===== config.mk =====
export PLATFORM = sky130hd
export DESIGN_NAME = bcd_converter_seq_flat
export DESIGN_NICKNAME = d
export VERILOG_FILES = /design/src/rtl/bcd_converter_seq_if.sv /design/src/rtl/bcd_converter_seq.sv /design/src/flat_wrapper.sv
export SDC_FILE = /design/constraint.sdc
export NUM_CORES = 1
export LEC_CHECK = 0
export CAP_MARGIN = 20
export CORE_MARGIN = 10
export CORE_UTILIZATION = 55
export DETAILED_ROUTE_END_ITERATION = 10
export PLACE_DENSITY = 0.81
export SETUP_SLACK_MARGIN = 0.02
export SYNTH_ARGS = -nofsm -noshare
export SYNTH_HDL_FRONTEND = slang
export SYNTH_SLANG_ARGS = --single-unit

===== constraint.sdc =====
create_clock -name clk -period 4.1 [get_ports clk]
set_clock_uncertainty 0.15 [all_clocks]
set_input_delay 0.82 -clock clk [delete_from_list [all_inputs] [get_ports clk]]
set_output_delay 0.82 -clock clk [all_outputs]
set_load 0.01 [all_outputs]

===== src/rtl/bcd_converter_seq_if.sv =====
// Valid/ready handshake bundle for the sequential binary-to-BCD converter.
// The master drives the request side and accepts results; the slave is the converter.
interface bcd_converter_seq_if #(
    parameter int BIN_WIDTH = 8,
    parameter int DIGITS    = 3
);
    logic                   in_valid;
    logic                   in_ready;
    logic [BIN_WIDTH-1:0]   in_binary;
    logic                   out_valid;
    logic                   out_ready;
    logic [4*DIGITS-1:0]    out_bcd;
    logic                   out_overflow;
    logic [DIGITS-1:0]      out_blank;

    modport master (
        output in_valid, in_binary, out_ready,
        input  in_ready, out_valid, out_bcd, out_overflow, out_blank
    );

    modport slave (
        input  in_valid, in_binary, out_ready,
        output in_ready, out_valid, out_bcd, out_overflow, out_blank
    );
endinterface


===== src/rtl/bcd_converter_seq.sv =====
// Sequential double-dabble binary-to-BCD converter, one bit per cycle.
// Define BCD_LEADING_ZERO_BLANK_EN to produce the leading-zero mask on out_blank.
module bcd_converter_seq #(
    parameter int BIN_WIDTH = 8,
    parameter int DIGITS    = 3
) (
    input  logic                 clk,
    input  logic                 rst_n,
    bcd_converter_seq_if.slave   s_bus
);
    localparam int CW = $clog2(BIN_WIDTH + 1);
    localparam int AW = 4 * DIGITS;

    typedef enum logic [1:0] {IDLE, SHIFT, DONE} state_t;

    state_t                  r_state, w_next;
    logic [CW-1:0]           r_cnt;
    logic [BIN_WIDTH-1:0]    r_bin;
    logic [AW-1:0]           r_acc;
    logic                    r_ovf;
    logic [AW-1:0]           r_bcd;
    logic                    r_out_ovf;
    logic [DIGITS-1:0]       r_blank;

    logic [AW-1:0]           w_adj;
    logic [AW+BIN_WIDTH-1:0] w_shift;
    logic [AW-1:0]           w_acc_nx;
    logic                    w_ovf_nx;
    logic                    w_last;
    logic [DIGITS-1:0]       w_blank;

    // Digits are adjusted independently; no carry crosses a digit boundary.
    always_comb begin
        w_adj = r_acc;
        for (int k = 0; k < DIGITS; k++)
            if (r_acc[4*k +: 4] >= 4'd5)
                w_adj[4*k +: 4] = r_acc[4*k +: 4] + 4'd3;
    end

    assign w_shift  = {w_adj, r_bin} << 1;
    assign w_acc_nx = w_shift[BIN_WIDTH +: AW];
    assign w_ovf_nx = r_ovf | w_adj[AW-1];
    assign w_last   = (r_cnt == CW'(BIN_WIDTH - 1));

`ifdef BCD_LEADING_ZERO_BLANK_EN
    logic w_zrun;
    // Walk down from the top digit; digit 0 is never blanked.
    always_comb begin
        w_blank = '0;
        w_zrun  = 1'b1;
        for (int k = DIGITS - 1; k >= 1; k--) begin
            w_zrun     = w_zrun & (w_acc_nx[4*k +: 4] == 4'd0);
            w_blank[k] = w_zrun;
        end
    end
`else
    assign w_blank = '0;
`endif

    always_ff @(posedge clk or negedge rst_n) begin
        if (!rst_n) r_state <= IDLE;
        else        r_state <= w_next;
    end

    always_comb begin
        w_next = r_state;
        case (r_state)
            IDLE:    if (s_bus.in_valid)  w_next = SHIFT;
            SHIFT:   if (w_last)          w_next = DONE;
            DONE:    if (s_bus.out_ready) w_next = IDLE;
            default:                      w_next = IDLE;
        endcase
    end

    always_ff @(posedge clk or negedge rst_n) begin
        if (!rst_n) begin
            r_cnt     <= '0;
            r_bin     <= '0;
            r_acc     <= '0;
            r_ovf     <= 1'b0;
            r_bcd     <= '0;
            r_out_ovf <= 1'b0;
            r_blank   <= '0;
        end else begin
            case (r_state)
                IDLE: if (s_bus.in_valid) begin
                    r_bin <= s_bus.in_binary;
                    r_acc <= '0;
                    r_ovf <= 1'b0;
                    r_cnt <= '0;
                end
                SHIFT: begin
                    r_acc <= w_acc_nx;
                    r_bin <= w_shift[BIN_WIDTH-1:0];
                    r_ovf <= w_ovf_nx;
                    r_cnt <= r_cnt + 1'b1;
                    if (w_last) begin
                        r_bcd     <= w_acc_nx;
                        r_out_ovf <= w_ovf_nx;
                        r_blank   <= w_blank;
                    end
                end
                default: ;
            endcase
        end
    end

    assign s_bus.in_ready     = (r_state == IDLE);
    assign s_bus.out_valid    = (r_state == DONE);
    assign s_bus.out_bcd      = r_bcd;
    assign s_bus.out_overflow = r_out_ovf;
    assign s_bus.out_blank    = r_blank;
endmodule


===== src/flat_wrapper.sv =====
// flat-port wrapper written by rule: the top's interface ports become plain ports
module bcd_converter_seq_flat 
#(
    parameter int BIN_WIDTH = 8,
    parameter int DIGITS    = 3
)
  (clk, rst_n, s_bus_in_valid, s_bus_in_binary, s_bus_out_ready, s_bus_in_ready, s_bus_out_valid, s_bus_out_bcd, s_bus_out_overflow, s_bus_out_blank);
  bcd_converter_seq_if #(.BIN_WIDTH(BIN_WIDTH), .DIGITS(DIGITS)) s_bus_i ();
  input  logic clk;
  input  logic rst_n;
  input wire logic [$bits(s_bus_i.in_valid)-1:0] s_bus_in_valid;
  input wire logic [$bits(s_bus_i.in_binary)-1:0] s_bus_in_binary;
  input wire logic [$bits(s_bus_i.out_ready)-1:0] s_bus_out_ready;
  output wire logic [$bits(s_bus_i.in_ready)-1:0] s_bus_in_ready;
  output wire logic [$bits(s_bus_i.out_valid)-1:0] s_bus_out_valid;
  output wire logic [$bits(s_bus_i.out_bcd)-1:0] s_bus_out_bcd;
  output wire logic [$bits(s_bus_i.out_overflow)-1:0] s_bus_out_overflow;
  output wire logic [$bits(s_bus_i.out_blank)-1:0] s_bus_out_blank;
  assign s_bus_i.in_valid = s_bus_in_valid;
  assign s_bus_i.in_binary = s_bus_in_binary;
  assign s_bus_i.out_ready = s_bus_out_ready;
  assign s_bus_in_ready = s_bus_i.in_ready;
  assign s_bus_out_valid = s_bus_i.out_valid;
  assign s_bus_out_bcd = s_bus_i.out_bcd;
  assign s_bus_out_overflow = s_bus_i.out_overflow;
  assign s_bus_out_blank = s_bus_i.out_blank;
  bcd_converter_seq #(.BIN_WIDTH(BIN_WIDTH), .DIGITS(DIGITS)) u_core (.clk(clk), .rst_n(rst_n), .s_bus(s_bus_i));
endmodule

* Word-level counts from Yosys, hierarchy flattened
Index checks and enable logic that the tools add are counted.
** Storage, ports and cells
- Bits in registers :: 40
- RAM bits :: 0
- Bits in read-only memories :: 0
- Memories kept :: 0
- Output and inout bits :: 18
- Bits in latches :: 0
- Bits of input ports :: 12
** Cells by class
- Bitwise operators :: 1
- Multipliers :: 0
- Add/sub/neg operators :: 4
- Order comparisons :: 3
- Equality and inequality tests :: 6
- Multiplexer cells :: 15
- Shift operators :: 0
- Reductions and logical operators :: 5
- Divide/modulo/power cells :: 0
** Operator list (number)
- $pmux 12 s2 :: 1
- $mux 4 :: 4
- $pmux 8 s2 :: 1
- $add 4x2->4 const B :: 3
- $ge 4x3->1 const B :: 3
- $mux 12 :: 1
- $mux 8 :: 1
- $pmux 4 s2 :: 1
- $mux 2 :: 3
- $pmux 2 s3 :: 1
- $add 4x1->4 const B :: 1
- $eq 4x3->1 const B :: 1
- $ne 2x2->1 const B :: 2
- $reduce_and 2->1 :: 2
- $reduce_and 3->1 :: 1
- $eq 2x1->1 const B :: 1
- $eq 2x2->1 const B :: 1
- $logic_not 2->1 :: 1
- $ne 2x1->1 const B :: 1
- $pmux 1 s2 :: 1
- $reduce_bool 2->1 :: 1
- $mux 1 :: 1
- $or 1x1->1 :: 1

* Logic depth before layout (Yosys ltp)
- Depth in word-level cells :: 4
- Gate-level depth with buffers :: 6

* Worst setup path after synthesis
OpenSTA, ideal clock, no wires.
- Path type :: register to output
- Start point :: register u_core.r_state[1]
- End point :: output port s_bus_out_valid
- Cell stages (with the launch flop) :: 4
- Buffers on the path :: 1
- Setup slack :: 2.298 ns
- Data arrival time :: 0.832 ns
- Cells stage by stage :: dfrtp_1 -> clkbuf_1 -> nand2b_1 -> inv_1
** Between the ends
- Cells in the longest elaborated chain, start to end :: 1
** RTL lines
- from (decl) :: line bcd_converter_seq.sv:16 : state_t r_state, w_next;
- from (signal assigned) :: line bcd_converter_seq.sv:62 : else r_state <= w_next;
- $eq 2x2->1 :: line bcd_converter_seq.sv:109 : assign s_bus.out_valid = (r_state == DONE);
- to (decl) :: line flat_wrapper.sv:15 : output wire logic [$bits(s_bus_i.out_valid)-1:0] s_bus_out_valid;
No other way between the ends.

* Worst setup path after layout
- Start point :: register u_core.r_state[0]
- End point :: output port s_bus_out_valid
The elaborated chain is that of the path after synthesis.

==> summary.md <==
| Metric | Value |
|---|---|
| DR pass1 iterations | 4 |
| Share of layout cells above drive strength 1 | 0.0942 |
| Asr flop ratio synth | 1.00 |
| Clock transition at path regs | 0.12 ns |
| # resized after CTS | 0 |
| Final ANT Viol Nets | 0 |
| Pwr/cell area | 742 nW/um^2 |
| Leakage | 0.00101 uW |
| DPL Wire Length | 2990 um |
| Placement row count | 21 |
| Crit Reg-Reg Startpoint | u_core.r_state[1]$_DFFE_PN0P_ |
| H-tree Lvls | 2 |
| Final setup TNS | 0 ns |
| Tcrit/Tclk final | 0.662 |
| CTS tree | done |
| Total Routed Length | 4200 um |
| DR iter-0 viols | 128 |
| F_max | 0.369 GHz |
| Kind of end point of the critical path | output pin |
| Tmin final | 2.71 ns |
| CTS buffer count | 5 |
| Finished Layout Cells | 269 |
| Critical path class | flip-flop to output pin |
| Clock Latency Late Sink | 0.35 ns |
| Clock network power share | 0.151 |
| Setup violators final | 0 |
| RSZ-0062 raised after global routing | no |
| Peak supply drop | 0.350 mV |
| WHS Path Cells | 2 |
| Switching Fraction | 0.378 |
| Post-Syn Area | 1970 um^2 |
| Vias in the first global route | 1606 |
| Post-CTS setup buffer count | 0 |
| Root buf cell | clkbuf_4 |
| Post-Syn Instances | 199 |
| Area of the multi-input gates | 878 um^2 |
| Max Slew Vio Count | 0 |
| Die area | 6380 um^2 |
| Yosys reg bits | 40 |
| Area growth from synthesis to layout | 16.8% |
| Overall power | 1710 uW |
| Register area | 1000 um^2 |
| FF-to-FF setup slack | 2.17 ns |
| EDFF count, synth | 0 |
| Post-CTS Hold Buffers | 0 |
| Placed cells | 261 |
| Final Util | 0.679 |
| Number of nets at the end of the flow | 241 |
| Combinational power share | 0.437 |
| Register area share after synthesis | 0.508 |
| Tot GR Track Use | 0.137 |
| Total gr overflow | 0 |
| Deepest clock path buffer count | 2 |
| Vias | 1545 |
| Crit path DAT | 1.74 ns |
| Hold crit path type | flip-flop to flip-flop |
| Syn_area_per_cell | 9.91 um^2 |
| # fillers | 276 |
| Crit-path max FO | 16 |
| NetSw | 645 uW |
| Yosys cell types | 29 |
| Antenna violations before repair | 0 |
| Post-route DRC | 0 |
| Count of final hold-check violations | 0 |
| GP Congestion | 0.815 |
| Critical Path RT | 3.13 ns |
| Max transition margin | 0.431 |
| Pint | 1060 uW |
| WL per Instance | 15.6 um |
| Most used DFF post-synth | dfrtp_1 |
| Pin count of the biggest net entering global routing | 41 |
| ANT cells | 0 |
| Core area | 3390 um^2 |
| Hold Startpoint | u_core.s_bus.out_bcd[6]$_DFFE_PN0P_ |
| Port Buf Inserts | 26 |
| CP startpoint kind | flip-flop |
| Hold Worst Slack | 0.349 ns |
| Status | finished, final reports clean |
| Max Cap Viol | 0 |
| First-pass GRT wire length | 7050 um |
| Top Ports | 30 |
| FF-to-FF path depth | 3 |
| Die span in x | 79.9 um |
| Sequential group share of total power | 0.412 |
| Warnings from Yosys | 0 |
| Worst Max-Slew Pin Slew | 0.853 ns |
| Die height | 79.9 um |
| Reg-to-Reg End | u_core.s_bus.out_bcd[9]$_DFFE_PN0P_ |
| Routed vias/inst | 5.74 |
| Initial Utilization | 0.582 |
| Hold worst-path end | u_core.s_bus.out_bcd[6]$_DFFE_PN0P_ |
| Clock sink count | 40 |
area by class of cell:
| class | instances | area share |
|---|---|---|
| Sequential cell | 40 | 0.435 |
| Multi-Input combinational cell | 141 | 0.382 |
| Timing Repair Buffer | 26 | 0.111 |
| Tap cell | 46 | 0.0250 |
| Clock inverter | 3 | 0.0185 |
| Clock buffer | 5 | 0.0163 |
| Inverter | 8 | 0.0130 |
per-layer routing:
metal | GRT usage | up-vias | wire length [um]
li1 | - | 739 | -
met1 | 0.150 | 771 | 1790
met2 | 0.244 | 31 | 2170
met3 | 0.0383 | 4 | 209
met4 | 0.0546 | 0 | 34
met5 | 0 | - | 0
power groups by stage:
stage | combinational (uW) | clock [uW] | sequential (uW)
after floorplan | 497 | 0 | 694
after global placement | 711 | 0 | 695
after detailed placement | 751 | 0 | 710
after CTS | 755 | 263 | 702
after global routing | 839 | 283 | 727
final | 747 | 257 | 703
Yosys cell counts (all sizes together) (4+ instances only):
library cell / number / share of area
nor3: 4 / 0.010
nor2: 7 / 0.013
inv: 8 / 0.015
dfrtp: 40 / 0.51
a22oi: 7 / 0.027
nor2b: 9 / 0.029
nand2: 20 / 0.038
mux2: 6 / 0.038
a21oi: 16 / 0.041
ha: 7 / 0.044
a22o: 6 / 0.027
nand2b: 5 / 0.016
o21ai: 33 / 0.084
buf: 9 / 0.030
cell families after synthesis:
kind of cell / after synthesis / synth area share
DFF: 40 / 0.508
adders and majority gates: 7 / 0.0444
muxes: 6 / 0.0381
xor gates and xnor gates: 3 / 0.0133
AOI/OAI and AO/OA: 67 / 0.197
other: 1 / 0.00190
and+or+nand+nor: 55 / 0.147
buffers and inverters: 20 / 0.0508
registers in the layout, indices dropped and copies added, names as in the netlist:
register	cells
u_core.r_cnt	4
u_core.s_bus.out_overflow	1
u_core.r_ovf	1
u_core.s_bus.out_bcd	12
u_core.r_state	2
u_core.r_bin	8
u_core.r_acc	12
cells in the final DEF (no fill, tap or decap), drive strengths merged:
cell	Yosys	routed
buf	9	1
and3b	1	1
nand2	20	20
xnor2	3	3
a22oi	7	7
nor3	4	4
clkinv	0	1
nand3	1	1
o21ai	33	33
nor2b	9	9
nor2	7	7
a21o	1	1
clkinvlp	0	1
clkbuf	3	5
bufinv	0	1
inv	8	8
dfrtp	40	40
mux2	6	6
and2b	1	1
o21bai	1	1
and2	1	1
conb	1	3
nor3b	3	3
clkdlybuf4s50	0	25
a31oi	3	3
ha	7	7
or3b	3	3
a21oi	16	16
a22o	6	6
nand2b	5	5
worst max-delay path, cell delays in order (launching register included):
cell,delay (ns)
dfrtp_1,0.56
nand2b_1,0.24
inv_1,0.07
clkdlybuf4s50_1,0.54
through the flow:
step | area [um^2] | worst slack, ns
4_1_cts | 2300 | 1.36
3_5_place_dp | 2220 | 1.47
6_report | 2300 | 1.39
5_1_grt | 2300 | 1.27
3_3_place_gp | 2220 | 1.55
2_1_floorplan | 1980 | 2.30
how the worst max path moves through the flow:
stage / from / end / slack, ns / cells after the start
2_1_floorplan: u_core.r_state[1]$_DFFE_PN0P_ / s_bus_out_valid / 2.30 / 3
3_3_place_gp: s_bus_in_valid / u_core.r_ovf$_DFFE_PN0P_ / 1.55 / 5
3_5_place_dp: s_bus_in_valid / u_core.r_ovf$_DFFE_PN0P_ / 1.47 / 5
4_1_cts: u_core.r_state[0]$_DFFE_PN0P_ / s_bus_out_valid / 1.36 / 3
5_1_grt: u_core.r_state[1]$_DFFE_PN0P_ / s_bus_out_valid / 1.27 / 3
6_report: u_core.r_state[0]$_DFFE_PN0P_ / s_bus_out_valid / 1.39 / 3
(Power assumes the default switching activity.)
